[src/rtl/tm_err_pkg.sv]
// Shared types and helpers for the truncated-multiplier error monitor.
package tm_err_pkg;

  typedef enum logic [1:0] {IDLE, RUN, DRAIN, DONE} fsm_t;

  localparam int TM_W     = 8;
  localparam int TM_SUM_W = 40;
  localparam int TM_CNT_W = 24;

  // Returns {overflowed, min(acc + inc, lim)}; callers pass lim = all-ones of their width.
  function automatic logic [64:0] sat_add(input logic [63:0] acc, input logic [63:0] inc,
                                          input logic [63:0] lim);
    logic [64:0] s;
    s = {1'b0, acc} + {1'b0, inc};
    return (s > {1'b0, lim}) ? {1'b1, lim} : s;
  endfunction

endpackage

[src/rtl/u_tm_err_mon8_stage.sv]
// S2 slice: |exact - p_apx|, overshoot detect, saturating accumulate and counters.
// TM_ERR_MSE_EN adds a registered d^2 stage and the sum_sq accumulator.
module u_tm_err_stage
  import tm_err_pkg::*;
#(
  parameter int W     = TM_W,
  parameter int SUM_W = TM_SUM_W,
  parameter int CNT_W = TM_CNT_W
) (
  input  logic             clk,
  input  logic             rst_n,
  input  logic             clr,
  input  logic             vld,
  input  logic [2*W-1:0]   exact,
  input  logic [2*W-1:0]   p_apx,
  output logic             pend,
  output logic [SUM_W-1:0] sum_abs,
`ifdef TM_ERR_MSE_EN
  output logic [SUM_W-1:0] sum_sq,
`endif
  output logic [2*W-1:0]   wce,
  output logic [CNT_W-1:0] n_mis,
  output logic [CNT_W-1:0] n_over,
  output logic             sat
);

  localparam logic [63:0] SUM_MAX = {{(64-SUM_W){1'b0}}, {SUM_W{1'b1}}};

  logic           over;
  logic [2*W-1:0] d;
  logic           acc_vld, acc_over;
  logic [2*W-1:0] acc_d;
  logic [64:0]    sa_nxt;

  assign over = p_apx > exact;
  assign d    = over ? (p_apx - exact) : (exact - p_apx);

`ifdef TM_ERR_MSE_EN
  logic [4*W-1:0] acc_sq;
  logic [64:0]    sq_nxt;

  always_ff @(posedge clk) begin
    if (!rst_n || clr) begin
      acc_vld  <= 1'b0;
      acc_over <= 1'b0;
      acc_d    <= '0;
      acc_sq   <= '0;
    end else begin
      acc_vld  <= vld;
      acc_over <= over;
      acc_d    <= d;
      acc_sq   <= {{(2*W){1'b0}}, d} * {{(2*W){1'b0}}, d};
    end
  end

  assign pend   = acc_vld;
  assign sq_nxt = sat_add(64'(sum_sq), 64'(acc_sq), SUM_MAX);
`else
  assign acc_vld  = vld;
  assign acc_over = over;
  assign acc_d    = d;
  assign pend     = 1'b0;
`endif

  assign sa_nxt = sat_add(64'(sum_abs), 64'(acc_d), SUM_MAX);

  always_ff @(posedge clk) begin
    if (!rst_n || clr) begin
      sum_abs <= '0;
      wce     <= '0;
      n_mis   <= '0;
      n_over  <= '0;
      sat     <= 1'b0;
`ifdef TM_ERR_MSE_EN
      sum_sq  <= '0;
`endif
    end else if (acc_vld) begin
      sum_abs <= sa_nxt[SUM_W-1:0];
      if (acc_d > wce) wce <= acc_d;
      if (acc_d != '0) n_mis <= n_mis + 1'b1;
      if (acc_over) n_over <= n_over + 1'b1;
`ifdef TM_ERR_MSE_EN
      sum_sq  <= sq_nxt[SUM_W-1:0];
      sat     <= sat | sa_nxt[64] | (|sa_nxt[63:SUM_W]) | sq_nxt[64] | (|sq_nxt[63:SUM_W]);
`else
      // upper bits are zero while clamped; folding them in keeps every bit observed
      sat     <= sat | sa_nxt[64] | (|sa_nxt[63:SUM_W]);
`endif
    end
  end

endmodule

[src/rtl/u_tm_err_mon8.sv]
// Error monitor for the 8x8 truncated multiplier: run control FSM plus S1 exact-product stage.
// Optional macro TM_ERR_MSE_EN adds the sum_sq output and one extra pipeline stage.
module u_tm_err_mon8
  import tm_err_pkg::*;
#(
  parameter int W     = TM_W,
  parameter int SUM_W = TM_SUM_W,
  parameter int CNT_W = TM_CNT_W
) (
  input  logic             clk,
  input  logic             rst_n,
  input  logic             start,
  input  logic [CNT_W-1:0] n_cfg,
  input  logic             in_valid,
  output logic             in_ready,
  input  logic [W-1:0]     a,
  input  logic [W-1:0]     b,
  input  logic [2*W-1:0]   p_apx,
  output logic             busy,
  output logic             done,
  output logic [SUM_W-1:0] sum_abs,
`ifdef TM_ERR_MSE_EN
  output logic [SUM_W-1:0] sum_sq,
`endif
  output logic [2*W-1:0]   wce,
  output logic [CNT_W-1:0] n_mis,
  output logic [CNT_W-1:0] n_over,
  output logic             sat
);

  fsm_t           state;
  logic [CNT_W-1:0] n_left;
  logic           acc, pend;
  logic           s1_vld;
  logic [2*W-1:0] s1_ex, s1_pa;

  // a start pulse wins over a same-cycle handshake so nothing leaks into the new run
  assign acc = in_valid && in_ready && !start;

  always_ff @(posedge clk) begin
    if (!rst_n) begin
      state    <= IDLE;
      in_ready <= 1'b0;
      busy     <= 1'b0;
      done     <= 1'b0;
      n_left   <= '0;
    end else if (start) begin
      n_left   <= n_cfg;
      state    <= (n_cfg == '0) ? DONE : RUN;
      done     <= (n_cfg == '0);
      in_ready <= (n_cfg != '0);
      busy     <= (n_cfg != '0);
    end else begin
      case (state)
        RUN: if (acc) begin
          n_left <= n_left - 1'b1;
          if (n_left == CNT_W'(1)) begin
            state    <= DRAIN;
            in_ready <= 1'b0;
          end
        end
        DRAIN: if (!s1_vld && !pend) begin
          state <= DONE;
          busy  <= 1'b0;
          done  <= 1'b1;
        end
        default: ;
      endcase
    end
  end

  always_ff @(posedge clk) begin
    if (!rst_n || start) s1_vld <= 1'b0;
    else                 s1_vld <= acc;
    s1_ex <= {{W{1'b0}}, a} * {{W{1'b0}}, b};
    s1_pa <= p_apx;
  end

  u_tm_err_stage #(.W(W), .SUM_W(SUM_W), .CNT_W(CNT_W)) u_stage (
    .clk     (clk),
    .rst_n   (rst_n),
    .clr     (start),
    .vld     (s1_vld),
    .exact   (s1_ex),
    .p_apx   (s1_pa),
    .pend    (pend),
    .sum_abs (sum_abs),
`ifdef TM_ERR_MSE_EN
    .sum_sq  (sum_sq),
`endif
    .wce     (wce),
    .n_mis   (n_mis),
    .n_over  (n_over),
    .sat     (sat)
  );

endmodule

[config.mk]
export PLATFORM = sky130hd
export DESIGN_NAME = u_tm_err_mon8
export DESIGN_NICKNAME = d
export VERILOG_FILES = /design/src/rtl/tm_err_pkg.sv /design/src/rtl/u_tm_err_mon8_stage.sv /design/src/rtl/u_tm_err_mon8.sv
export SDC_FILE = /design/constraint.sdc
export NUM_CORES = 1
export LEC_CHECK = 0
export BUFFER_PORTS_ARGS = -buffer_cell sky130_fd_sc_hd__buf_2
export CELL_PAD_IN_SITES_DETAIL_PLACEMENT = 1
export CELL_PAD_IN_SITES_GLOBAL_PLACEMENT = 2
export CORE_ASPECT_RATIO = 0.6
export CORE_MARGIN = 2
export CORE_UTILIZATION = 35
export DETAILED_ROUTE_END_ITERATION = 10
export PLACE_DENSITY_LB_ADDON = 0.1
export SETUP_SLACK_MARGIN = 0.15
export SYNTH_ARGS = -nofsm -noshare
export SYNTH_HDL_FRONTEND = slang
export SYNTH_SLANG_ARGS = --single-unit
[constraint.sdc]
create_clock -name clk -period 6.3 [get_ports clk]
set_input_delay 0.63 -clock clk [delete_from_list [all_inputs] [get_ports clk]]
set_output_delay 0.63 -clock clk [all_outputs]
set_load 0.05 [all_outputs]
==> results of run 1 <==
## metal layers
layer | up-vias | global-route usage, %
met3 | 22 | 4.02
met2 | 141 | 29.3
met4 | 0 | 3.88
li1 | 5263 | -
met1 | 5073 | 35.0
met5 | - | 0
## state kept, by name (all words and copies together), names as in the netlist
name / flops
busy: 1
done: 1
in_ready: 1
n_left: 24
s1_ex: 16
s1_pa: 16
s1_vld: 1
state: 2
u_stage.n_mis: 24
u_stage.n_over: 24
u_stage.sat: 1
u_stage.sum_abs: 40
u_stage.wce: 16
## cell type report
class                   count  share of cell area, %
multi-input cells        1079                   56.5
clock inverters            10                  0.891
repair buffers            184                   7.07
well taps                 450                   4.13
flip-flops and latches    167                   24.5
inverters                 126                   3.47
clock buffers              20                   3.35
diodes                      1                 0.0184
## synth_stat cells, types with 4 or more instances
| master | number | area (um2) |
|---|---|---|
| o21a_1 | 11 | 82.6 |
| xnor2_1 | 45 | 394 |
| buf_6 | 4 | 45.0 |
| or4_1 | 15 | 113 |
| and4_1 | 8 | 70.1 |
| o31ai_1 | 9 | 67.6 |
| fa_1 | 39 | 781 |
| nor3b_1 | 7 | 52.6 |
| nand2b_1 | 13 | 81.3 |
| o21ai_0 | 81 | 405 |
| nor3_1 | 28 | 140 |
| and3_1 | 24 | 150 |
| o21ai_1 | 9 | 45.0 |
| nand3_1 | 42 | 210 |
| xor2_1 | 31 | 272 |
| mux2i_1 | 29 | 290 |
| a31oi_1 | 18 | 113 |
| or3_1 | 20 | 125 |
| o211ai_1 | 9 | 67.6 |
| ha_1 | 105 | 1310 |
| o41ai_1 | 5 | 43.8 |
| o22ai_1 | 6 | 37.5 |
| buf_4 | 4 | 30.0 |
| a21o_1 | 19 | 143 |
| o21bai_1 | 6 | 45.0 |
| a21boi_0 | 9 | 67.6 |
| clkbuf_1 | 37 | 139 |
| and2_1 | 65 | 407 |
| inv_1 | 126 | 473 |
| buf_2 | 7 | 35.0 |
| dfxtp_1 | 167 | 3340 |
| nor2b_1 | 7 | 43.8 |
| nor2_1 | 103 | 387 |
| nand4_1 | 26 | 163 |
| nand2_1 | 139 | 522 |
| a21oi_1 | 86 | 430 |
| a211oi_1 | 10 | 75.1 |
| nor4_1 | 14 | 87.6 |
## power by group through the flow
| stage | Sequential (mW) | Combinational (mW) | Clock (mW) |
|---|---|---|---|
| final | 1.17 | 2.43 | 1.08 |
| after global routing | 1.17 | 2.71 | 1.16 |
| after CTS | 1.17 | 2.41 | 1.11 |
| after detailed placement | 1.19 | 2.38 | 0 |
| after global placement | 1.18 | 2.35 | 0 |
| after floorplan | 1.19 | 1.68 | 0 |
## cell families after synthesis
family	share of synthesized area, %
simple gates	23.0
xor+xnor	5.67
compound gates	15.9
mux	2.89
flops	28.5
fa+ha+maj	17.9
buf+inv	6.22
## per-stage QoR
step / cell area, um2 / hold WS, ns / std cells / utilization [%]
finish: 13600 / 0.272 / 2037 / 41.6
detailed placement: 13000 / 0.447 / 2006 / 39.8
floorplan: 11700 / 0.437 / 1426 / -
global placement: 13000 / 0.439 / 2006 / 39.8
CTS: 13600 / 0.250 / 2036 / 41.6
global route: 13600 / 0.255 / 2036 / 41.6
## final timing paths
path	end	slack [ns]	cells past startpoint
max	u_stage.sum_abs[23]	0.54	20
min reg2reg	done	0.45	2
min	s1_pa[2]	0.27	1
max reg2reg	u_stage.sum_abs[23]	0.54	20
## worst max-delay path: stages, from the launching register on
cell and delay, ns:
dfxtp_1 0.34, inv_1 0.05, ha_1 0.49, nand4_4 0.17, or3_4 0.46, nor4b_4 0.37
o21a_2 0.31, buf_4 0.23, mux2_1 0.37, or4_1 0.59, and2_1 0.25, ha_1 0.35
a21o_1 0.20, a21oi_1 0.19, o21ai_0 0.12, a41o_1 0.29, nand2_1 0.17, buf_4 0.29
o21ai_0 0.14, a21oi_1 0.16, nor3_1 0.06
## cell usage in the layout, fill, tap and decap left out, drive strengths merged, types with 28 or more instances in the layout
| master | synthesis | layout |
|---|---|---|
| buf | 17 | 184 |
| dfxtp | 167 | 167 |
| nand2 | 139 | 139 |
| inv | 126 | 128 |
| ha | 105 | 105 |
| nor2 | 103 | 103 |
| o21ai | 91 | 91 |
| a21oi | 88 | 88 |
| and2 | 66 | 66 |
| xnor2 | 45 | 45 |
| nand3 | 42 | 42 |
| fa | 39 | 39 |
| xor2 | 31 | 31 |
| mux2i | 29 | 29 |
| nor3 | 28 | 28 |
==> flow_summary.ini, run 1 <==
[power_and_ir_drop]
p_int_mw = 2.69
combPwrFrac_pct = 52.0
power_switching_mw = 1.98
p_leak_nw = 6.05
swShare_pct = 42.4
power_frac_seq_pct = 24.9
ir_worst_vdd_v = 0.000225
powerDensity_nw_per_um2 = 343
pwr-share-clk_pct = 23.1
totalPowerFinal_mw = 4.68

[placement]
post-place-ws_ns = 0.537
routabilityCongestion = 0.853
dp_hpwl_mm = 29.9
port-buffer-count = 167

[synthesis]
ys_types = 68
postSynthAreaPerCell_um2 = 8.23
synthArstFlopShare_pct = 0
ys_seq_area_share_pct = 28.5
yosys_warnings = 0
syn_area_um2 = 11700
synth_ff_type = dfxtp_1
synthCells = 1426
ys_ff_latch = 167
synth_edf_count = 0
syn-num-nets = 1630

[route]
drtIter0Drc = 536
drc = 0
routed-wl-met3_mm = 1.42
avgViaCountPerCell = 5.15
routed-via-count = 10500
highest_layer = met4
ant_nets = 0
wl_per_cell_um = 18.4
drt_pass1_iterations = 5
route.final.wire_length_mm = 37.6
route.met2.wl_mm = 14.5
drt-met1-wl_mm = 21.3

[critical_path]
regToRegStartpoint = s1_ex[12]
required_ns = 6.59
endpoint_kind = flip-flop
crit_type = reg -> reg
start_kind = flip-flop
crit_path_max_fanout = 20
startpoint = s1_ex[12]
crit_arrival_ns = 6.04

[finish]
seqCellArea_um2 = 3340
multi_input_area_um2 = 7700
synthToLayoutAreaGrowth_pct = 16.1
layout-drive-gt1-share_pct = 14.9
nets = 1779
nFillCells = 3949

[global_routing]
grt_pass1_vias = 10400
grt_pass1_wl_mm = 59.6
grt_max_degree = 83
grt_usage_pct = 21.7
grt.overflow.total = 0
antenna_found_initial = 0

[hold_path]
worstHoldStart = p_apx[2]
min-delay-path-class = in -> reg

[timing]
finalWorstSetupSlack_ns = 0.543
finClkSkew_ns = 0.0145
tightest_slew_ns = 1.21
setup_viol = 0
fmax_mhz = 174
finalHoldViolCount = 0
period_share_pct = 91.4
rsz0062_at_grt = false
final-max-slew-violation-count = 0
max_slew_margin_pct = 19.4
fin_tns_setup_ns = 0
finalCriticalPeriod_ns = 5.76

[clocking]
clockRootBuffer = clkbuf_16
cts_setup_buffers = 0
cts_resized = 0
cts_buffers = 17
cts_tree = done
clock-sinks = 167
cts_buffer_depth = 2
clock_latency_ns = 0.45
cts_htree_levels = 4
ctsHoldBuffers = 0
cts.clk_slew.worst_paths_ns = 0.07

[floorplanning]
start_util_pct = 35.8
die_h_um = 146
die_w_um = 240
io_pins = 168
coreArea_um2 = 32700
fp-row-count = 51
dieArea_um2 = 35100

[run]
maxCapViolCount = 0

[outcome]
status = complete, no violations
No activity file was read; power rests on OpenSTA's default activity.
==> run 2, diff against run 1 <==
--- a/config.mk
+++ b/config.mk
@@ -5,7 +5,7 @@
 export SDC_FILE = /design/constraint.sdc
 export NUM_CORES = 1
 export LEC_CHECK = 0
-export BUFFER_PORTS_ARGS = -buffer_cell sky130_fd_sc_hd__buf_2
+export BUFFER_PORTS_ARGS = -buffer_cell sky130_fd_sc_hd__buf_4
 export CELL_PAD_IN_SITES_DETAIL_PLACEMENT = 1
 export CELL_PAD_IN_SITES_GLOBAL_PLACEMENT = 2
 export CORE_ASPECT_RATIO = 0.6
==> flow_summary.ini, run 2 (synthesis results as in run 1) <==
[global_routing]
grt.overflow.total = 0
antenna_found_initial = 0
grt_pass1_vias = 10500
grt_pass1_wl_mm = 59.7
grt_max_degree = 83
grt_usage_pct = 21.7

[timing]
finalHoldViolCount = 0
setup_viol = 0
whs_ns = 0.277
finClkSkew_ns = 0.0170
max_slew_margin_pct = 31.9
period_share_pct = 91.0
rsz0062_at_grt = false
finalWorstSetupSlack_ns = 0.570
final-max-slew-violation-count = 0
fin_tns_setup_ns = 0
fmax_mhz = 175
tightest_slew_ns = 1.02
finalCriticalPeriod_ns = 5.73

[floorplanning]
die_h_um = 146
start_util_pct = 35.8
coreArea_um2 = 32700
fp-row-count = 51
die_w_um = 240
io_pins = 168
dieArea_um2 = 35100

[power_and_ir_drop]
power_switching_mw = 1.99
powerDensity_nw_per_um2 = 340
p_leak_nw = 6.13
pwr-share-clk_pct = 24.3
combPwrFrac_pct = 51.4
ir_worst_vdd_v = 0.000206
totalPowerFinal_mw = 4.81
power_frac_seq_pct = 24.3
swShare_pct = 41.5
p_int_mw = 2.81

[finish]
largest_register_ffs = 40
final_cell_mix = buf_4 (189), dfxtp_1 (166), nand2_1 (139)
final_common_cell = buf_4
synthToLayoutAreaGrowth_pct = 20.4
nFillCells = 3916
layout-drive-gt1-share_pct = 15.1
final_util_pct = 43.1
nets = 1784
diodes = 0
regMostFlops = u_stage.sum_abs

[route]
drtIter0Drc = 525
route.final.wire_length_mm = 37.6
drt_pass1_iterations = 5
drc = 0
routed-via-count = 10600
ant_nets = 0
wl_per_cell_um = 18.4
avgViaCountPerCell = 5.17

[placement]
dp_hpwl_mm = 30.0
routabilityCongestion = 0.881
port-buffer-count = 167
post-place-ws_ns = 0.493

[clocking]
cts_setup_buffers = 0
cts_htree_levels = 4
clockRootBuffer = clkbuf_16
clock-sinks = 167
cts.clk_slew.worst_paths_ns = 0.08
clock_latency_ns = 0.45
ctsHoldBuffers = 0
cts_tree = done
cts_buffer_depth = 2
cts_buffers = 17

[critical_path]
crit_path_max_fanout = 9
cp_num_buf_inv = 1
crit_type = reg -> reg
crit_path_max_incr_delay_ns = 0.57
crit_family = simple AND/OR/NAND/NOR gates
start_kind = flip-flop
required_ns = 6.65
slowest_stage = or4_1
regToRegStartpoint = s1_ex[10]
crit_chain = inv_1 > ha_1 > nand4_4 > or3_4 > nor4b_4 > o21a_2 > mux2i_1 > xnor2_1 > ha_1 > a21o_1 > a21oi_1 > o21a_1 > or4_1 > a21oi_1 > a41o_1 > nand2_1 > or3_1 > and4_1 > nor3_1
crit_arrival_ns = 6.08
startpoint = s1_ex[10]
endpoint_kind = flip-flop

[hold_path]
worstHoldStart = p_apx[2]
min-delay-path-class = in -> reg

[run]
maxCapViolCount = 0

[outcome]
status = complete, no violations
[run 2: cell types whose count changed in the layout (fill, tap and decap cells not counted), sizes merged]
| cell | before | now |
|---|---|---|
| inv | 128 | 130 |
| clkinv | 5 | 3 |
| diode | 1 | 0 |
| buf | 184 | 189 |
| bufinv | 2 | 4 |
[run 2: routing by layer]
metal  up-vias  global-route usage, %  wire [um]
met1      5106                   34.3      20900
met4         0                   3.91        280
met3        19                   4.29       1510
li1       5267                      -          -
met5         -                      0          0
met2       172                   29.8      14900
[run 2: layout make-up]
cell class	count	area [um2]	share of cell area, %
clock buffers	20	447	3.16
clock inverters	12	188	1.33
inverters	126	473	3.35
multi-input cells	1079	7690	54.4
flip-flops and latches	167	3340	23.7
well taps	450	563	3.99
repair buffers	189	1420	10.0
[run 2: per-stage QoR]
step / instances / instance area, um2
after floorplan: 1426 / 11700
after global placement: 2011 / 13500
after detailed placement: 2011 / 13500
after CTS: 2043 / 14100
after global routing: 2043 / 14100
final: 2043 / 14100
[run 2: power by group through the flow]
stage	registers [mW]	logic, mW	clock network [mW]
2_1_floorplan	1.19	1.68	0
3_3_place_gp	1.19	2.41	0
3_5_place_dp	1.19	2.43	0
4_1_cts	1.17	2.46	1.21
5_1_grt	1.17	2.75	1.25
6_report	1.17	2.47	1.17
[run 2: worst paths after layout]
check / endpoint / slack (ns) / cells past startpoint
min: s1_pa[2] / 0.28 / 1
max: u_stage.sum_abs[39] / 0.57 / 19
min reg2reg: done / 0.45 / 2
max reg2reg: u_stage.sum_abs[39] / 0.57 / 19
[run 2: what timing repair did]
action	4_1_cts	5_1_grt
endpoints found under the hold margin	0	0
resized for setup	0	1
setup endpoints to repair	0	7
